## src/rtl/stateful_alu.sv

```systemverilog
// Stateful ALU: one action at a time through IDLE -> READ -> OUT, with a
// per-tenant windowed state RAM and an overflow error counter.
//
//   state | meaning
//   IDLE  | ready for an action; RAM read issued in the accept cycle
//   READ  | RAM data available; result and pending write computed
//   OUT   | result presented; pending write commits on ready_in handshake
module stateful_alu #(
  parameter int DATA_WIDTH    = 32,
  parameter int ADDR_WIDTH    = 5,
  parameter int ACTION_LEN    = 25,
  parameter int ERR_CNT_WIDTH = 16
) (
  input  logic                     clk,
  input  logic                     rst,
  input  logic [ACTION_LEN-1:0]    action_in,
  input  logic                     action_valid,
  input  logic [DATA_WIDTH-1:0]    operand_1_in,
  input  logic [DATA_WIDTH-1:0]    operand_2_in,
  input  logic [DATA_WIDTH-1:0]    operand_3_in,
  input  logic [15:0]              page_tbl_in,
  output logic                     ready_out,
  output logic [DATA_WIDTH-1:0]    container_out,
  output logic                     container_out_valid,
  input  logic                     ready_in,
  output logic                     overflow_out,
  output logic [ERR_CNT_WIDTH-1:0] err_cnt
);

  typedef enum logic [1:0] {IDLE, READ, OUT} state_t;

  localparam int DEPTH = 2 ** ADDR_WIDTH;

  state_t                  state;
  logic [DATA_WIDTH-1:0]   mem [DEPTH];
  logic [DATA_WIDTH-1:0]   rd_data;
  logic [3:0]              opcode_in, opcode_q;
  logic [DATA_WIDTH-1:0]   op1_q, op2_q, op3_q;
  logic [ADDR_WIDTH-1:0]   index, rd_addr, addr_q;
  logic                    accept, ovf_in, ovf_q;
  logic                    wr_en_q;
  logic [DATA_WIDTH-1:0]   wr_data_q;
  logic [DATA_WIDTH-1:0]   result, wr_val, rd_inc;
  logic [DATA_WIDTH:0]     sum_c;
  logic                    wr_req;
  logic                    unused_bits;

  assign unused_bits = ^{action_in[ACTION_LEN-5:0], page_tbl_in[7:ADDR_WIDTH]};

  function automatic logic is_ram_op(input logic [3:0] op);
    case (op)
      4'b1000, 4'b0011, 4'b1011, 4'b0111, 4'b0100: is_ram_op = 1'b1;
      default:                                     is_ram_op = 1'b0;
    endcase
  endfunction

  assign ready_out = (state == IDLE);
  assign accept    = action_valid && ready_out;
  assign opcode_in = action_in[ACTION_LEN-1 -: 4];
  assign index     = operand_2_in[ADDR_WIDTH-1:0];
  // Base wraps within the RAM; window check compares the raw index to addr_len.
  assign rd_addr   = page_tbl_in[ADDR_WIDTH-1:0] + index;
  assign ovf_in    = is_ram_op(opcode_in) && (16'(index) > 16'(page_tbl_in[15:8]));

  always_comb begin
    result = op3_q;
    wr_val = op1_q;
    wr_req = 1'b0;
    sum_c  = {1'b0, op1_q} + {1'b0, op2_q};
    rd_inc = rd_data + DATA_WIDTH'(1);
    case (opcode_q)
      4'b0001, 4'b1001: result = sum_c[DATA_WIDTH-1:0];
      4'b0010, 4'b1010: result = op1_q - op2_q;
      4'b1100:          result = sum_c[DATA_WIDTH] ? '1 : sum_c[DATA_WIDTH-1:0];
      4'b0101:          result = op1_q | op2_q;
      4'b0110:          result = {{(DATA_WIDTH-1){1'b0}}, (op1_q >= op2_q)};
      4'b1110:          result = op2_q;
      4'b1000, 4'b0011: begin
        result = op3_q;
        wr_val = op1_q;
        wr_req = 1'b1;
      end
      4'b1011:          result = rd_data;
      4'b0111: begin
        result = rd_inc;
        wr_val = rd_inc;
        wr_req = 1'b1;
      end
      4'b0100: begin
        result = rd_data;
        wr_val = (rd_data == op3_q) ? '0 : rd_inc;
        wr_req = 1'b1;
      end
      default:          result = op3_q;
    endcase
    if (ovf_q) begin
      result = op3_q;
      wr_req = 1'b0;
    end
  end

  always_ff @(posedge clk or posedge rst) begin
    if (rst) begin
      state               <= IDLE;
      opcode_q            <= '0;
      op1_q               <= '0;
      op2_q               <= '0;
      op3_q               <= '0;
      addr_q              <= '0;
      ovf_q               <= 1'b0;
      wr_en_q             <= 1'b0;
      wr_data_q           <= '0;
      container_out       <= '0;
      container_out_valid <= 1'b0;
      overflow_out        <= 1'b0;
      err_cnt             <= '0;
    end else begin
      case (state)
        IDLE: begin
          if (action_valid) begin
            opcode_q <= opcode_in;
            op1_q    <= operand_1_in;
            op2_q    <= operand_2_in;
            op3_q    <= operand_3_in;
            addr_q   <= rd_addr;
            ovf_q    <= ovf_in;
            state    <= READ;
          end
        end
        READ: begin
          container_out       <= result;
          container_out_valid <= 1'b1;
          overflow_out        <= ovf_q;
          wr_en_q             <= wr_req;
          wr_data_q           <= wr_val;
          if (ovf_q && (err_cnt != '1)) err_cnt <= err_cnt + ERR_CNT_WIDTH'(1);
          state               <= OUT;
        end
        OUT: begin
          if (ready_in) begin
            container_out_valid <= 1'b0;
            overflow_out        <= 1'b0;
            wr_en_q             <= 1'b0;
            state               <= IDLE;
          end
        end
        default: state <= IDLE;
      endcase
    end
  end

  // No reset on the array so it maps to block RAM; a reset mid-action kills the write via state.
  always_ff @(posedge clk) begin
    if ((state == OUT) && ready_in && wr_en_q) mem[addr_q] <= wr_data_q;
    if (accept) rd_data <= mem[rd_addr];
  end

endmodule

```

## config.mk

```make
export PLATFORM = sky130hd
export DESIGN_NAME = stateful_alu
export DESIGN_NICKNAME = d
export VERILOG_FILES = /design/src/rtl/stateful_alu.sv
export SDC_FILE = /design/constraint.sdc
export NUM_CORES = 2
export LEC_CHECK = 0
export CORE_MARGIN = 2
export CORE_UTILIZATION = 55
export DETAILED_ROUTE_END_ITERATION = 8
export MAX_ROUTING_LAYER = met4
export PLACE_DENSITY = 0.73
export SETUP_SLACK_MARGIN = 0.3
export SYNTH_ARGS = -nofsm -noshare
export SYNTH_HDL_FRONTEND = slang
export SYNTH_SLANG_ARGS = --single-unit
```

## constraint.sdc

```tcl
create_clock -name clk -period 20 [get_ports clk]
set_clock_uncertainty 0.2 [all_clocks]
set_input_delay 4 -clock clk [delete_from_list [all_inputs] [get_ports clk]]
set_output_delay 4 -clock clk [all_outputs]
set_load 0.05 [all_outputs]
```

==> impl_results.md <==
- Worst-path clk slew: 60 ps
- Worst slew pin tran: 1160 ps
- Synth-to-Final Area Change: 13.5%
- Critical Path Slowest Stage Cell: sky130_fd_sc_hd__ha_4
- Floorplan die width: 319 um
- Number of DRC violations after detailed routing: 0
- Vias post-DR: 33,263
- Largest fanout on the critical path: 46
- WP data arrival: 8600 ps
- Most common cell in the synthesized netlist: sky130_fd_sc_hd__edfxtp_1
- Die ar.: 102,000 um2
- Total congestion overflow after global routing: 0
- IO Port Bufs: 167
- Effective utilization at floorplan: 55.5%
- Count of clock tree sinks: 1,247
- Antenna violations before repair: 5
- TritonCTS clock tree: built
- Post-layout worst setup margin: 11,490 ps
- Number of iterations in the first detailed-routing pass: 6
- Post-CTS Setup Inserts: 0
- Crit. End Element: flop
- Share of power burned in combinational logic: 31.0%
- Crit path time final: 8510 ps
- First-pass GRT wire length: 220 mm
- Largest net degree at the start of global routing: 134
- Clock network latency to the later pin of the worst-skew pair: 730 ps
- Highest cell delay on the worst timing path: 960 ps
- Detailed-placement wirelength estimate: 90.7 mm
- Footprint of the flip-flops and latches: 36,500 um2
- Number of levels in the clock H-tree: 3
- Class of the tightest hold or removal check: flop to flop
- Sw Share: 37.3%
- Post-synthesis average cell area: 14.8 um2
- Post-synthesis sequential area ratio: 66.8%
- WP buf/inv: 3
- Relative contribution of sequential cells to total power: 43.0%
- Resize count post-CTS: 0
- Routed Wire Length: 150 mm
- TritonCTS buffer count: 121
- DIE HEIGHT: 319 um
- Fin. max-slew vios: 0
- Post-cts hold buffer count: 0
- Register bit total from synthesis: 1,247
- Top area cells in the synthesized netlist: sky130_fd_sc_hd__edfxtp_1 (58%), sky130_fd_sc_hd__mux4_2 (11%), sky130_fd_sc_hd__dfrtp_1 (8.8%)
- Routed length per placed instance: 28.7 um
- Number of nets with antenna violations after routing: 0
- Area of the core: 98,400 um2
- Net total in the final layout: 4,071
- Part of the cycle the worst path needs: 42.5%
- Top_reg_cell synth: sky130_fd_sc_hd__edfxtp_1
- Highest attainable clock frequency: 118 MHz
- Cell area after synthesis: 54,600 um2
- CP required: 20,100 ps
- Clk network pwr share: 26.0%
- Fraction of layout instances using a drive strength above 1: 15.9%
- RSZ-0062 raised after global routing: false
- Async SR Flop Fraction: 15.3%
- Count of boundary I/O pins: 192
- Share of the synthesized area in the top cell type: 58.1%
- Number of flops mapped to enable cells by yosys: 1,056
- Worst-case setup slack after placement: 10,720 ps
- Hold violation total from the final report: 0
- Startpoint class of the critical path: input port
- Summed negative setup slack over all endpoints: 0 ps
- Power density normalized to cell area: 143 nW/um2
- Fill cell count: 6,984
- Syn. warnings: 0
- Most frequent cells after synthesis: sky130_fd_sc_hd__edfxtp_1 (1,056), sky130_fd_sc_hd__nand2_1 (481), sky130_fd_sc_hd__mux4_2 (256)
- Category of the critical setup timing path: input port to flop
- Combined global-route utilization of all metal layers: 30.4%
- Synthesized instance count: 3,687
- Vias in the first global route: 32,880
- Reported net switching power: 3.30 mW
- Pleak: 21.5 nW
- Buffer depth of the longest clock path: 3
- Final setup vio count: 0
- Max-cap violations: 0
- Routability congestion estimate from global placement: 0.963
- Yosys top cell by area: sky130_fd_sc_hd__edfxtp_1
- Area of combinational cells with multiple inputs: 17,200 um2
- Worst voltage drop across the vdd grid: 0.0913 mV
- Number of vias per cell after detailed routing: 6.38
- Worst slew slack as a fraction of its limit: 22.8%
- Post-synthesis net count: 3,938
- Top cell family by delay on the critical path: buffers and inverters
- Result of the run: complete, no violations
- Initial DRC count: 4,196
- Cell chain of the critical path: clkdlybuf4s50_1, ha_4, buf_4, buf_4, mux4_2, nand2_1, nand3_1, nand3_1, o21ai_0
- Cell variety after synth: 87
- Rows: 115
- Buffer cell driving the clock tree root: sky130_fd_sc_hd__clkbuf_16
- Pint: 5.54 mW
per-stage QoR:
stage               instances  total power [mW]  utilization [%]  hold slack, ps  cell area [um2]
floorplan                3687              5.45                -             317            54600
global placement         4984              6.49             58.8             266            57900
detailed placement       4984              6.52             58.8             274            57900
CTS                      5212              8.82             63.0             287            62000
global route             5213              9.21             63.0             315            62000
finish                   5213              8.84             63.0             282            62000
cell usage in the layout (no fill, tap or decap), types with 14 or more instances in the layout:
cell / Yosys / layout
sky130_fd_sc_hd__a211oi_1: 17 / 16
sky130_fd_sc_hd__a21o_1: 15 / 15
sky130_fd_sc_hd__a21oi_1: 114 / 114
sky130_fd_sc_hd__a221oi_1: 15 / 15
sky130_fd_sc_hd__a22oi_1: 30 / 30
sky130_fd_sc_hd__buf_4: 0 / 62
sky130_fd_sc_hd__clkbuf_1: 137 / 22
sky130_fd_sc_hd__clkbuf_16: 0 / 122
sky130_fd_sc_hd__clkdlybuf4s50_1: 0 / 167
sky130_fd_sc_hd__clkinv_1: 1 / 19
sky130_fd_sc_hd__clkinv_2: 0 / 22
sky130_fd_sc_hd__clkinvlp_4: 0 / 14
sky130_fd_sc_hd__dfrtp_1: 191 / 191
sky130_fd_sc_hd__edfxtp_1: 1056 / 1056
sky130_fd_sc_hd__ha_1: 107 / 106
sky130_fd_sc_hd__inv_1: 107 / 106
sky130_fd_sc_hd__mux2_2: 41 / 41
sky130_fd_sc_hd__mux4_2: 256 / 256
sky130_fd_sc_hd__nand2_1: 481 / 481
sky130_fd_sc_hd__nand2b_1: 18 / 17
sky130_fd_sc_hd__nand3_1: 200 / 200
sky130_fd_sc_hd__nand4_1: 16 / 16
sky130_fd_sc_hd__nor2_1: 156 / 122
sky130_fd_sc_hd__nor2_4: 0 / 32
sky130_fd_sc_hd__nor2b_1: 22 / 20
sky130_fd_sc_hd__nor3_1: 25 / 25
sky130_fd_sc_hd__nor4_1: 17 / 16
sky130_fd_sc_hd__o21ai_0: 222 / 222
sky130_fd_sc_hd__o21bai_1: 19 / 19
sky130_fd_sc_hd__o221ai_1: 20 / 20
sky130_fd_sc_hd__o22ai_1: 17 / 17
sky130_fd_sc_hd__xnor2_1: 43 / 40
sky130_fd_sc_hd__xor2_1: 51 / 49
routing by layer:
| metal | routed length (um) | track usage (%) | vias to the layer above |
|---|---|---|---|
| met1 | 59100 | 41.0 | 16999 |
| met4 | 4470 | 8.90 | 0 |
| met3 | 12300 | 4.52 | 265 |
| met5 | 0 | - | - |
| met2 | 73900 | 48.8 | 1598 |
| li1 | - | - | 14401 |
kinds of logic (layout without fill, tap and decap cells):
group | Yosys count | after routing | synth area share (%)
simple gates | 999 | 999 | 8.17
buf+inv | 333 | 571 | 2.39
xor+xnor | 94 | 94 | 1.51
flops | 1247 | 1247 | 66.8
other cells | 0 | 1 | 0
fa+ha+maj | 110 | 110 | 2.56
compound gates | 605 | 605 | 7.12
mux | 299 | 299 | 11.4
flip-flops by register name, summed over array words and instances, names as in the netlist, 2 cells and up:
name,cells
addr_q,5
container_out,32
err_cnt,16
mem,1024
op1_q,32
op2_q,32
op3_q,32
opcode_q,4
rd_data,32
state,2
wr_data_q,32
worst min-delay path, cell delays in order, from the launching register on:
cell                      delay [ps]
sky130_fd_sc_hd__dfrtp_1         340
sky130_fd_sc_hd__nand2_1          50
sky130_fd_sc_hd__o21ai_0          60
path summary, 6_finish.rpt:
kind / end / startpoint / depth (start not counted) / slack, ps
setup / recovery: rd_data[16]$_DFFE_PP_ / operand_2_in[0] / 9 / 11490
hold / removal: container_out[1]$_DFFE_PP0P_ / container_out[1]$_DFFE_PP0P_ / 2 / 280
setup reg to reg: container_out[22]$_DFFE_PP0P_ / op1_q[9]$_DFFE_PP0P_ / 11 / 15330
hold reg to reg: container_out[1]$_DFFE_PP0P_ / container_out[1]$_DFFE_PP0P_ / 2 / 280
max in group asynchronous: op1_q[8]$_DFFE_PP0P_ / rst / 3 / 14760
min in group asynchronous: state[0]$_DFFE_PP0P_ / rst / 2 / 3560
final cells by class:
cell class | count | area share [%]
Tap cell | 1287 | 2.60
Sequential cell | 1247 | 58.9
Inverter | 111 | 0.684
Clock buffer | 149 | 5.17
Multi-Input combinational cell | 2107 | 27.7
Antenna cell | 1 | 0.00404
Clock inverter | 79 | 1.39
Timing Repair Buffer | 232 | 3.54
power by group through the flow:
stage	sequential [mW]	combinational, mW	clock (mW)
after global routing	3.85	2.93	2.43
final	3.81	2.74	2.30
after CTS	3.79	2.70	2.33
after floorplan	3.72	1.74	0
after global placement	3.81	2.68	0
after detailed placement	3.83	2.68	0
Power figures use the tool's default switching activity.
